`config.mk`:
```
export PLATFORM = sky130hd
export DESIGN_NAME = spi_word_receiver_flat
export DESIGN_NICKNAME = d
export VERILOG_FILES = /design/src/rtl/spi_word_receiver_if.sv /design/src/rtl/spi_word_receiver.sv /design/src/flat_wrapper.sv
export SDC_FILE = /design/constraint.sdc
export NUM_CORES = 1
export LEC_CHECK = 0
export CAP_MARGIN = 20
export CORE_MARGIN = 5
export CORE_UTILIZATION = 64
export CTS_CLUSTER_DIAMETER = 150
export DETAILED_ROUTE_END_ITERATION = 7
export DONT_BUFFER_PORTS = 1
export GPL_TIMING_DRIVEN = 0
export PLACE_DENSITY = 0.87
export SYNTH_ARGS = -nofsm -noshare
export SYNTH_HDL_FRONTEND = slang
export SYNTH_SLANG_ARGS = --single-unit
```
`constraint.sdc`:
```
create_clock -name iclk -period 2.8 [get_ports iclk]
set_input_delay 0.84 -clock iclk [delete_from_list [all_inputs] [get_ports iclk]]
set_output_delay 0.84 -clock iclk [all_outputs]
set_load 0.02 [all_outputs]
```
`src/rtl/spi_word_receiver_if.sv`:
```
// Bus bundle for spi_word_receiver: SPI pins in, assembled words out through a valid/ready FIFO head.
// slave = receiver side, master = SPI driver / word consumer side.
`timescale 1ns/1ps
interface spi_word_receiver_if #(
  parameter int WORD_BYTES = 6,
  parameter int FIFO_DEPTH = 4
);
  localparam int DW = 8 * WORD_BYTES;
  localparam int LW = $clog2(FIFO_DEPTH) + 1;

  logic          CS;
  logic          SCK;
  logic          MOSI;
  logic          word_valid;
  logic          word_ready;
  logic [DW-1:0] word_data;
  logic [LW-1:0] fifo_level;
  logic          overflow;
  logic          frame_err;

  modport slave (
    input  CS, SCK, MOSI, word_ready,
    output word_valid, word_data, fifo_level, overflow, frame_err
  );

  modport master (
    output CS, SCK, MOSI, word_ready,
    input  word_valid, word_data, fifo_level, overflow, frame_err
  );
endinterface

```
`src/rtl/spi_word_receiver.sv`:
```
// SPI slave receive path: oversampled pins -> byte/word assembly -> word FIFO with registered head.
// Optional sim-only push/overflow trace is enabled by defining SPI_RX_DISPLAY_EN.
`timescale 1ns/1ps
module spi_word_receiver #(
  parameter int WORD_BYTES    = 6,
  parameter int CPOL          = 0,
  parameter int CPHA          = 0,
  parameter int BIT_MSB_FIRST = 1,
  parameter int BYTE_LE       = 1,
  parameter int FIFO_DEPTH    = 4
) (
  input  logic               iclk,
  input  logic               rstn,
  spi_word_receiver_if.slave bus
);
  localparam int DW = 8 * WORD_BYTES;
  localparam int IW = (WORD_BYTES > 1) ? $clog2(WORD_BYTES) : 1;
  localparam int PW = $clog2(FIFO_DEPTH);
  localparam int LW = PW + 1;

  typedef enum logic [0:0] {ST_IDLE = 1'b0, ST_ACTIVE = 1'b1} state_t;

  logic [1:0]    cs_sync_q, sck_sync_q, mosi_sync_q;
  logic          cs_prev_q, sck_prev_q;
  logic          cs_s, sck_s, mosi_s, cs_rise_s, cs_fall_s, sample_edge_s;
  state_t        state_q, state_d;
  logic [2:0]    bit_cnt_q, bit_cnt_d;
  logic [IW-1:0] byte_idx_q, byte_idx_d, slot_s;
  logic [7:0]    shift_q, shift_d, byte_s;
  logic [DW-1:0] asm_q, asm_d;
  logic          push_q, push_d;
  logic [DW-1:0] push_word_q, push_word_d;
  logic          ferr_q, ferr_d;

  logic [DW-1:0] mem_q [FIFO_DEPTH];
  logic [PW-1:0] rd_ptr_q, rd_ptr_d, wr_ptr_q, wr_ptr_d;
  logic [LW-1:0] level_q, level_d;
  logic          valid_q, valid_d, ovf_q, ovf_d;
  logic [DW-1:0] data_q, data_d;
  logic          pop_s, full_s, push_ok_s;

  // CS synchroniser resets low so a CS already low at reset release is not mistaken for a frame start.
  always_ff @(posedge iclk or negedge rstn) begin
    if (!rstn) begin
      cs_sync_q   <= 2'b00;
      sck_sync_q  <= 2'b00;
      mosi_sync_q <= 2'b00;
      cs_prev_q   <= 1'b0;
      sck_prev_q  <= 1'b0;
    end else begin
      cs_sync_q   <= {cs_sync_q[0], bus.CS};
      sck_sync_q  <= {sck_sync_q[0], bus.SCK};
      mosi_sync_q <= {mosi_sync_q[0], bus.MOSI};
      cs_prev_q   <= cs_sync_q[1];
      sck_prev_q  <= sck_sync_q[1];
    end
  end

  assign cs_s          = cs_sync_q[1];
  assign sck_s         = sck_sync_q[1];
  assign mosi_s        = mosi_sync_q[1];
  assign cs_rise_s     = cs_s & ~cs_prev_q;
  assign cs_fall_s     = ~cs_s & cs_prev_q;
  assign sample_edge_s = (CPOL == CPHA) ? (sck_s & ~sck_prev_q) : (~sck_s & sck_prev_q);
  assign slot_s        = (BYTE_LE != 0) ? byte_idx_q : (IW'(WORD_BYTES - 1) - byte_idx_q);
  assign byte_s        = (BIT_MSB_FIRST != 0) ? {shift_q[6:0], mosi_s} : {mosi_s, shift_q[7:1]};

  // Frame FSM and byte/word assembly; ST_IDLE waits for a clean CS falling edge.
  always_comb begin
    state_d     = state_q;
    bit_cnt_d   = bit_cnt_q;
    byte_idx_d  = byte_idx_q;
    shift_d     = shift_q;
    asm_d       = asm_q;
    push_d      = 1'b0;
    push_word_d = push_word_q;
    ferr_d      = 1'b0;
    case (state_q)
      ST_IDLE: begin
        bit_cnt_d  = 3'd0;
        byte_idx_d = {IW{1'b0}};
        shift_d    = 8'h00;
        asm_d      = {DW{1'b0}};
        if (cs_fall_s) state_d = ST_ACTIVE;
        else           state_d = ST_IDLE;
      end
      ST_ACTIVE: begin
        if (cs_rise_s) begin
          state_d    = ST_IDLE;
          ferr_d     = (bit_cnt_q != 3'd0) || (byte_idx_q != {IW{1'b0}});
          bit_cnt_d  = 3'd0;
          byte_idx_d = {IW{1'b0}};
          shift_d    = 8'h00;
          asm_d      = {DW{1'b0}};
        end else if (sample_edge_s && !cs_s) begin
          shift_d = byte_s;
          if (bit_cnt_q == 3'd7) begin
            bit_cnt_d = 3'd0;
            for (int k = 0; k < WORD_BYTES; k++) begin
              if (slot_s == IW'(k)) asm_d[8*k +: 8] = byte_s;
              else                  asm_d[8*k +: 8] = asm_q[8*k +: 8];
            end
            if (byte_idx_q == IW'(WORD_BYTES - 1)) begin
              byte_idx_d  = {IW{1'b0}};
              push_d      = 1'b1;
              push_word_d = asm_d;
            end else begin
              byte_idx_d = byte_idx_q + IW'(1);
            end
          end else begin
            bit_cnt_d = bit_cnt_q + 3'd1;
          end
        end else begin
          state_d = ST_ACTIVE;
        end
      end
      default: state_d = ST_IDLE;
    endcase
  end

  // Receive-side state registers.
  always_ff @(posedge iclk or negedge rstn) begin
    if (!rstn) begin
      state_q     <= ST_IDLE;
      bit_cnt_q   <= 3'd0;
      byte_idx_q  <= {IW{1'b0}};
      shift_q     <= 8'h00;
      asm_q       <= {DW{1'b0}};
      push_q      <= 1'b0;
      push_word_q <= {DW{1'b0}};
      ferr_q      <= 1'b0;
    end else begin
      state_q     <= state_d;
      bit_cnt_q   <= bit_cnt_d;
      byte_idx_q  <= byte_idx_d;
      shift_q     <= shift_d;
      asm_q       <= asm_d;
      push_q      <= push_d;
      push_word_q <= push_word_d;
      ferr_q      <= ferr_d;
    end
  end

  assign pop_s     = valid_q & bus.word_ready;
  assign full_s    = (level_q == LW'(FIFO_DEPTH));
  assign push_ok_s = push_q & (~full_s | pop_s);

  // FIFO bookkeeping; the head is pre-computed so word_data can be a register.
  always_comb begin
    wr_ptr_d = push_ok_s ? (wr_ptr_q + PW'(1)) : wr_ptr_q;
    rd_ptr_d = pop_s ? (rd_ptr_q + PW'(1)) : rd_ptr_q;
    ovf_d    = push_q & full_s & ~pop_s;
    case ({push_ok_s, pop_s})
      2'b10:   level_d = level_q + LW'(1);
      2'b01:   level_d = level_q - LW'(1);
      default: level_d = level_q;
    endcase
    valid_d = (level_d != {LW{1'b0}});
    if (level_d == {LW{1'b0}})                    data_d = data_q;
    else if (push_ok_s && (wr_ptr_q == rd_ptr_d)) data_d = push_word_q;
    else                                          data_d = mem_q[rd_ptr_d];
  end

  // FIFO storage, pointers and registered outputs.
  always_ff @(posedge iclk or negedge rstn) begin
    if (!rstn) begin
      for (int i = 0; i < FIFO_DEPTH; i++) mem_q[i] <= {DW{1'b0}};
      rd_ptr_q <= {PW{1'b0}};
      wr_ptr_q <= {PW{1'b0}};
      level_q  <= {LW{1'b0}};
      valid_q  <= 1'b0;
      data_q   <= {DW{1'b0}};
      ovf_q    <= 1'b0;
    end else begin
      if (push_ok_s) mem_q[wr_ptr_q] <= push_word_q;
      rd_ptr_q <= rd_ptr_d;
      wr_ptr_q <= wr_ptr_d;
      level_q  <= level_d;
      valid_q  <= valid_d;
      data_q   <= data_d;
      ovf_q    <= ovf_d;
    end
  end

  assign bus.word_valid = valid_q;
  assign bus.word_data  = data_q;
  assign bus.fifo_level = level_q;
  assign bus.overflow   = ovf_q;
  assign bus.frame_err  = ferr_q;

`ifdef SPI_RX_DISPLAY_EN
  // Simulation trace of accepted and dropped words.
  always_ff @(posedge iclk) begin
    if (push_ok_s)  $display("%0t spi_rx word=%h", $time, push_word_q);
    else if (ovf_d) $display("spi_rx OVERFLOW %h", push_word_q);
  end
`else
  // No trace in the default build.
`endif
endmodule

```
`src/flat_wrapper.sv`:
```
// flat-port wrapper written by rule: the top's interface ports become plain ports
module spi_word_receiver_flat 
#(
  parameter int WORD_BYTES    = 6,
  parameter int CPOL          = 0,
  parameter int CPHA          = 0,
  parameter int BIT_MSB_FIRST = 1,
  parameter int BYTE_LE       = 1,
  parameter int FIFO_DEPTH    = 4
)
  (iclk, rstn, bus_CS, bus_SCK, bus_MOSI, bus_word_ready, bus_word_valid, bus_word_data, bus_fifo_level, bus_overflow, bus_frame_err);
  spi_word_receiver_if #(.WORD_BYTES(WORD_BYTES), .FIFO_DEPTH(FIFO_DEPTH)) bus_i ();
  input  logic iclk;
  input  logic rstn;
  input wire logic [$bits(bus_i.CS)-1:0] bus_CS;
  input wire logic [$bits(bus_i.SCK)-1:0] bus_SCK;
  input wire logic [$bits(bus_i.MOSI)-1:0] bus_MOSI;
  input wire logic [$bits(bus_i.word_ready)-1:0] bus_word_ready;
  output wire logic [$bits(bus_i.word_valid)-1:0] bus_word_valid;
  output wire logic [$bits(bus_i.word_data)-1:0] bus_word_data;
  output wire logic [$bits(bus_i.fifo_level)-1:0] bus_fifo_level;
  output wire logic [$bits(bus_i.overflow)-1:0] bus_overflow;
  output wire logic [$bits(bus_i.frame_err)-1:0] bus_frame_err;
  assign bus_i.CS = bus_CS;
  assign bus_i.SCK = bus_SCK;
  assign bus_i.MOSI = bus_MOSI;
  assign bus_i.word_ready = bus_word_ready;
  assign bus_word_valid = bus_i.word_valid;
  assign bus_word_data = bus_i.word_data;
  assign bus_fifo_level = bus_i.fifo_level;
  assign bus_overflow = bus_i.overflow;
  assign bus_frame_err = bus_i.frame_err;
  spi_word_receiver #(.WORD_BYTES(WORD_BYTES), .CPOL(CPOL), .CPHA(CPHA), .BIT_MSB_FIRST(BIT_MSB_FIRST), .BYTE_LE(BYTE_LE), .FIFO_DEPTH(FIFO_DEPTH)) u_core (.iclk(iclk), .rstn(rstn), .bus(bus_i));
endmodule
```
Yosys cells after proc, flatten, opt, wreduce, memory -nomap -nowiden:

Cells that the tools add are included.

* add/sub/neg operators: 6
* multipliers: 0
* divide/modulo/power cells: 0
* magnitude comparators: 3
* eq/ne operators: 12
* shift operators: 0
* muxes and demuxes: 41
* bitwise gates (word level): 17
* reduce and logical (&&, ||, !) cells: 12

Operators with widths (number)
* 2-to-1 mux 48 bit: 7
* bitwise mux 192 bit: 1
* binary-select mux 48 bit (select 2 bit): 1
* demux 48 bit (select 2 bit): 1
* one-hot mux 48 bit (2 select lines): 1
* 2-to-1 mux 8 bit: 6
* 2-to-1 mux 3 bit: 7
* one-hot mux 3 bit (2 select lines): 3
* 2-to-1 mux 7 bit: 2
* one-hot mux 7 bit (2 select lines): 1
* equality test 3 bit, second input constant: 4
* adder 3 x 1 -> 3 bit, second input constant: 3
* 2-to-1 mux 1 bit: 9
* nonzero test 3 bit: 3
* bitwise AND 1 bit: 7
* inverter 1 bit: 7
* equality test 3 x 2 -> 1 bit, second input constant: 2
* >= comparator 3 bit, second input constant: 2
* zero test 3 bit: 2
* inequality test 3 x 2 -> 1 bit, second input constant: 2
* inverter 2 -> 3 bit: 2
* AND reduction 5 bit: 1
* adder 2 x 1 -> 2 bit, second input constant: 2
* equality test 3 x 1 -> 1 bit, second input constant: 1
* 12 further kinds: 14

* register bits after elaboration: 369
* latch bits: 0
* RAM bits: 0
* bits in read-only memories: 0
* output and inout port bits: 54
* word-level logic and storage cells: 114
* memories: 0

Depth between registers and ports, before layout:

* depth in word-level cells: 7
* mapped depth: 10

Least setup slack after synthesis:

No wires, ideal clock.

* kind: in2reg
* start: input bus_word_ready
* end: register u_core.data_q[10], in the netlist u_core.bus.word_data[10]
* library setup time: 0.130 ns
* data arrival time: 2.844 ns
* data required time: 2.670 ns
* setup slack: -0.174 ns
* stages on the path: 10
* path buffers: 3
* cells stage by stage: buf_4 > and3b_1 > inv_1 > fa_1 > a21boi_0 > a221o_1 > a41oi_2 > buf_4 > buf_2 > a31oi_1

* cells in the longest elaborated chain, start to end: 7
* elaborated cells on any way between the ends: 15
* classes of those cells: eq/ne: 3; mux: 6; bitwise: 4; reduce/logical: 2

Ends and longest elaborated chain
* from (decl): RTL line flat_wrapper.sv:18 `input wire logic [$bits(bus_i.word_ready)-1:0] bus_word_ready;`
* bitwise AND 1 bit (*): RTL line spi_word_receiver.sv:144 `assign pop_s = valid_q & bus.word_ready;`
* 2-to-1 mux 2 bit: RTL line spi_word_receiver.sv:151 `rd_ptr_d = pop_s ? (rd_ptr_q + PW'(1)) : rd_ptr_q;`
* inverter 2 -> 3 bit (implied by the code): RTL line spi_word_receiver.sv:161 `else data_d = mem_q[rd_ptr_d];`
* binary-select mux 48 bit (select 2 bit): RTL line spi_word_receiver.sv:161
* 2-to-1 mux 48 bit (implied by the code) (2 in series): RTL line spi_word_receiver.sv:161
* 2-to-1 mux 48 bit: RTL line spi_word_receiver.sv:160 `else if (push_ok_s && (wr_ptr_q == rd_ptr_d)) data_d = push_word_q;`
* to (signal assigned): RTL line spi_word_receiver.sv:172 `data_q <= {DW{1'b0}};`
* to (signal assigned): RTL line spi_word_receiver.sv:180 `data_q <= data_d;`
* to (decl): RTL line spi_word_receiver.sv:39 `logic [DW-1:0] data_q, data_d;`

Every way passes the cells marked *; elsewhere a longest branch is shown, timed or not. The select of a mux whose other input is x is not followed.
A chain may end at the register's enable or synchronous reset.

Worst setup path after layout:

* start: register u_core.valid_q, in the netlist u_core.bus.word_valid
* end: register u_core.data_q[13], in the netlist u_core.bus.word_data[13]

* cells in the longest elaborated chain, start to end: 7
* elaborated cells on any way between the ends: 15
* classes of those cells: eq/ne: 3; mux: 6; bitwise: 4; reduce/logical: 2

Ends and longest elaborated chain
* from (decl): RTL line spi_word_receiver.sv:38 `logic valid_q, valid_d, ovf_q, ovf_d;`
* from (signal assigned): RTL line spi_word_receiver.sv:179 `valid_q <= valid_d;`
* bitwise AND 1 bit (*): RTL line spi_word_receiver.sv:144
* 2-to-1 mux 2 bit: RTL line spi_word_receiver.sv:151
* inverter 2 -> 3 bit (implied by the code): RTL line spi_word_receiver.sv:161
* binary-select mux 48 bit (select 2 bit): RTL line spi_word_receiver.sv:161
* 2-to-1 mux 48 bit (implied by the code) (2 in series): RTL line spi_word_receiver.sv:161
* 2-to-1 mux 48 bit: RTL line spi_word_receiver.sv:160

Marks and branches as above.

==> key figures <==
Layout
  • Commonest non-fill, non-tap cells in the layout: 360 x dfrtp_1, 199 x nand2_1, 193 x mux2_2
  • Commonest non-fill, non-tap cell in the layout: dfrtp_1
  • Finished Core Util: 0.713
  • Layout cells sized above 1: 0.215
  • Fin nets: 1,566
  • Final Non-Filler Cells: 1,921
  • Area Overhead vs Synth: 10.7%
  • Fillers: 1,684
  • Antenna Cells: 0

STA
  • Final Hold Viols: 0
  • Fmax: 365 MHz
  • Worst slew margin: 0.503
  • Worst Skew: 20.0 ps
  • Final WS setup: 59.8 ps
  • Fin crit period: 2740 ps
  • Slew Limit Fails: 0
  • Final setup viols: 0
  • RSZ-0062 raised after global routing: no
  • Worst-margin pin slew: 745 ps
  • Tcrit/Tclk final: 0.979

Detailed routing
  • Routed wire length: 46,400 um
  • Antenna-violating nets left: 0
  • Via Count: 13,221
  • Final routed DRC violation total: 16
  • Vias per cell: 6.88
  • First-pass iteration count of the detailed router: 8
  • Drt initial violations: 1,814
  • Routed len/inst: 24.2 um

Logic synthesis
  • Sequential area share after synthesis: 0.526
  • Synthesized area per cell: 11.4 um^2
  • Synth async-reset ratio: 1.00
  • Top FF cell, synth: dfrtp_1
  • Library cells used by synthesis: 53
  • Yosys warnings: 0
  • Post-synth EDFFs: 0
  • Post-Syn Area: 17,200 um^2
  • FF+latch count, synth: 361
  • Synthesized Nets: 1,524
  • Cells after Synth: 1,509

Placement
  • Post-detail-place hpwl: 29,800 um
  • DP Cell Count: 1,850
  • PortBufs: 0
  • Pre-CTS setup slack: -506 ps
  • Gpl congestion: 0.887

CTS
  • Worst-Skew Late Latency: 530 ps
  • Total CTS buffers: 38
  • Post-CTS Hold Fix Bufs: 0
  • Clock tree from TritonCTS: yes
  • CTS clk-pin slew, worst paths: 60 ps
  • Root Buffer: clkbuf_16
  • Clock buffer depth: 3
  • H-tree depth: 2
  • Clock sink total: 361

Setup path
  • Critical Path End Type: flip-flop
  • Required time worst endpoint: 3200 ps
  • Startpoint types: flip-flop
  • Crit path kind: flip-flop to flip-flop
  • Critical Path Fanout Max: 10
  • Worst EP arrival: 3140 ps

Power and ir drop
  • Cell Pwr Density: 876 nW/um^2
  • Leak: 8.95 nW
  • Total power: 0.0167 W
  • Peak VDD IR: 0.637 mV

Job
  • Max-cap violations: 0

Floorplanning
  • Initial Util: 0.644
  • CORE AREA: 26,700 um^2
  • Die area: 30,200 um^2
  • Io pins: 60
  • # rows: 60
  • Die height: 174 um
  • Die Wd: 174 um

Run status
  • Status: complete, but fails checks
  • Violated checks: DRC

Global route
  • GR Overflow Total: 0
  • Maximum number of pins on one net before global-route repair: 362
  • First-pass GRT wire length: 74,000 um
  • GRT Util Overall: 0.304
  • Vias in the first global route: 13,541
  • Antenna violations before repair: 1

Min path
  • Min-Delay Path Class: input port to asynchronous set/reset pin
==> metrics by stage <==
step           TNS (ps)  instance area (um^2)  hold WS [ps]
6_report              0                 19000          36.2
5_1_grt               0                 19000          16.1
4_1_cts               0                 19000          14.0
3_5_place_dp     -22220                 17600           338
3_3_place_gp     -20970                 17600           336
2_1_floorplan         0                 17200           331
==> registers in the layout, summed over array words and instances, names as in the netlist, 3 cells and up <==
register / flops
u_core.mem_q: 192
u_core.bus.word_data: 48
u_core.push_word_q: 48
u_core.asm_q: 40
u_core.shift_q: 7
u_core.bit_cnt_q: 3
u_core.bus.fifo_level: 3
u_core.byte_idx_q: 3
==> metal layers <==
| layer | track usage | share of wire | vias to the layer above |
|---|---|---|---|
| met1 | 0.387 | 0.37 | 6515 |
| li1 | - | - | 5594 |
| met5 | 0 | 0.00039 | - |
| met4 | 0.145 | 0.046 | 2 |
| met2 | 0.486 | 0.47 | 920 |
| met3 | 0.0820 | 0.11 | 190 |
==> what timing repair did <==
item,4_1_cts,5_1_grt
setup endpoints to repair,48,48
buffers inserted,2,0
pin swaps,1,1
endpoints found under the hold margin,0,0
gates resized for setup,5,15
==> final cells by class <==
class                           count  area, um^2  area share
Clock inverter                     14         208      0.0109
Timing Repair Buffer                2        27.5     0.00145
Sequential cell                   361        9030       0.475
Buffer                            137         752      0.0396
Multi-Input combinational cell    951        7240       0.381
Tap cell                          341         427      0.0224
Inverter                           60         225      0.0118
Clock buffer                       55        1100      0.0577
==> final timing paths <==
kind,start,to,slack [ps],depth (start not counted)
setup / recovery,u_core.bus.word_valid,u_core.bus.word_data[13],60,11
hold / removal,rstn,u_core.asm_q[33],40,0
setup reg to reg,u_core.bus.word_valid,u_core.bus.word_data[13],60,11
hold reg to reg,u_core.mosi_sync_q[0],u_core.mosi_sync_q[1],350,0
max in group asynchronous,rstn,u_core.bus.word_data[4],2160,0
min in group iclk,bus_SCK,u_core.sck_sync_q[0],340,0
==> cell families (layout without fill, tap and decap cells) <==
logic type	after synthesis	count (layout)	share of synthesized area
AO/OA/AOI/OAI	337	337	0.158
XOR/XNOR	6	6	0.00306
adder cells (fa/ha/maj)	10	10	0.00758
buffers and inverters	197	268	0.0538
flip-flops	361	361	0.526
multiplexers	267	267	0.170
AND/OR/NAND/NOR	331	331	0.0822
==> critical path, stage by stage (launching register included) <==
cell and delay [ps]:
dfrtp_2 460, buf_6 160, and3b_2 220, inv_1 70, fa_2 390, a21boi_0 150, a221o_1 390, a41oi_4 200
buf_12 170, buf_12 150, buf_8 160, a31oi_1 100
==> Yosys cell counts, drive strengths merged, types with 3 or more instances <==
| cell | instances | area, um^2 |
|---|---|---|
| a21boi | 3 | 22.5 |
| o31ai | 47 | 353 |
| mux2i | 74 | 741 |
| mux2 | 193 | 2170 |
| clkbuf | 66 | 250 |
| inv | 60 | 225 |
| o21ai | 35 | 175 |
| a221o | 95 | 951 |
| and3 | 3 | 18.8 |
| nor2 | 55 | 206 |
| dfrtp | 361 | 9030 |
| ha | 8 | 100 |
| a22o | 47 | 412 |
| a31oi | 51 | 340 |
| xnor2 | 6 | 52.6 |
| buf | 71 | 448 |
| nand2 | 200 | 753 |
| nor3b | 3 | 33.8 |
| o211ai | 47 | 353 |
| nand3 | 49 | 250 |
| and2 | 8 | 52.6 |
| and3b | 3 | 26.3 |
==> report_power, final <==
group	switching, W	total, W	internal [W]
combinational	0.00299	0.00495	0.00196
clock	0.00205	0.00525	0.00319
sequential	0.000815	0.00646	0.00564
No activity file was read; power rests on OpenSTA's default activity.
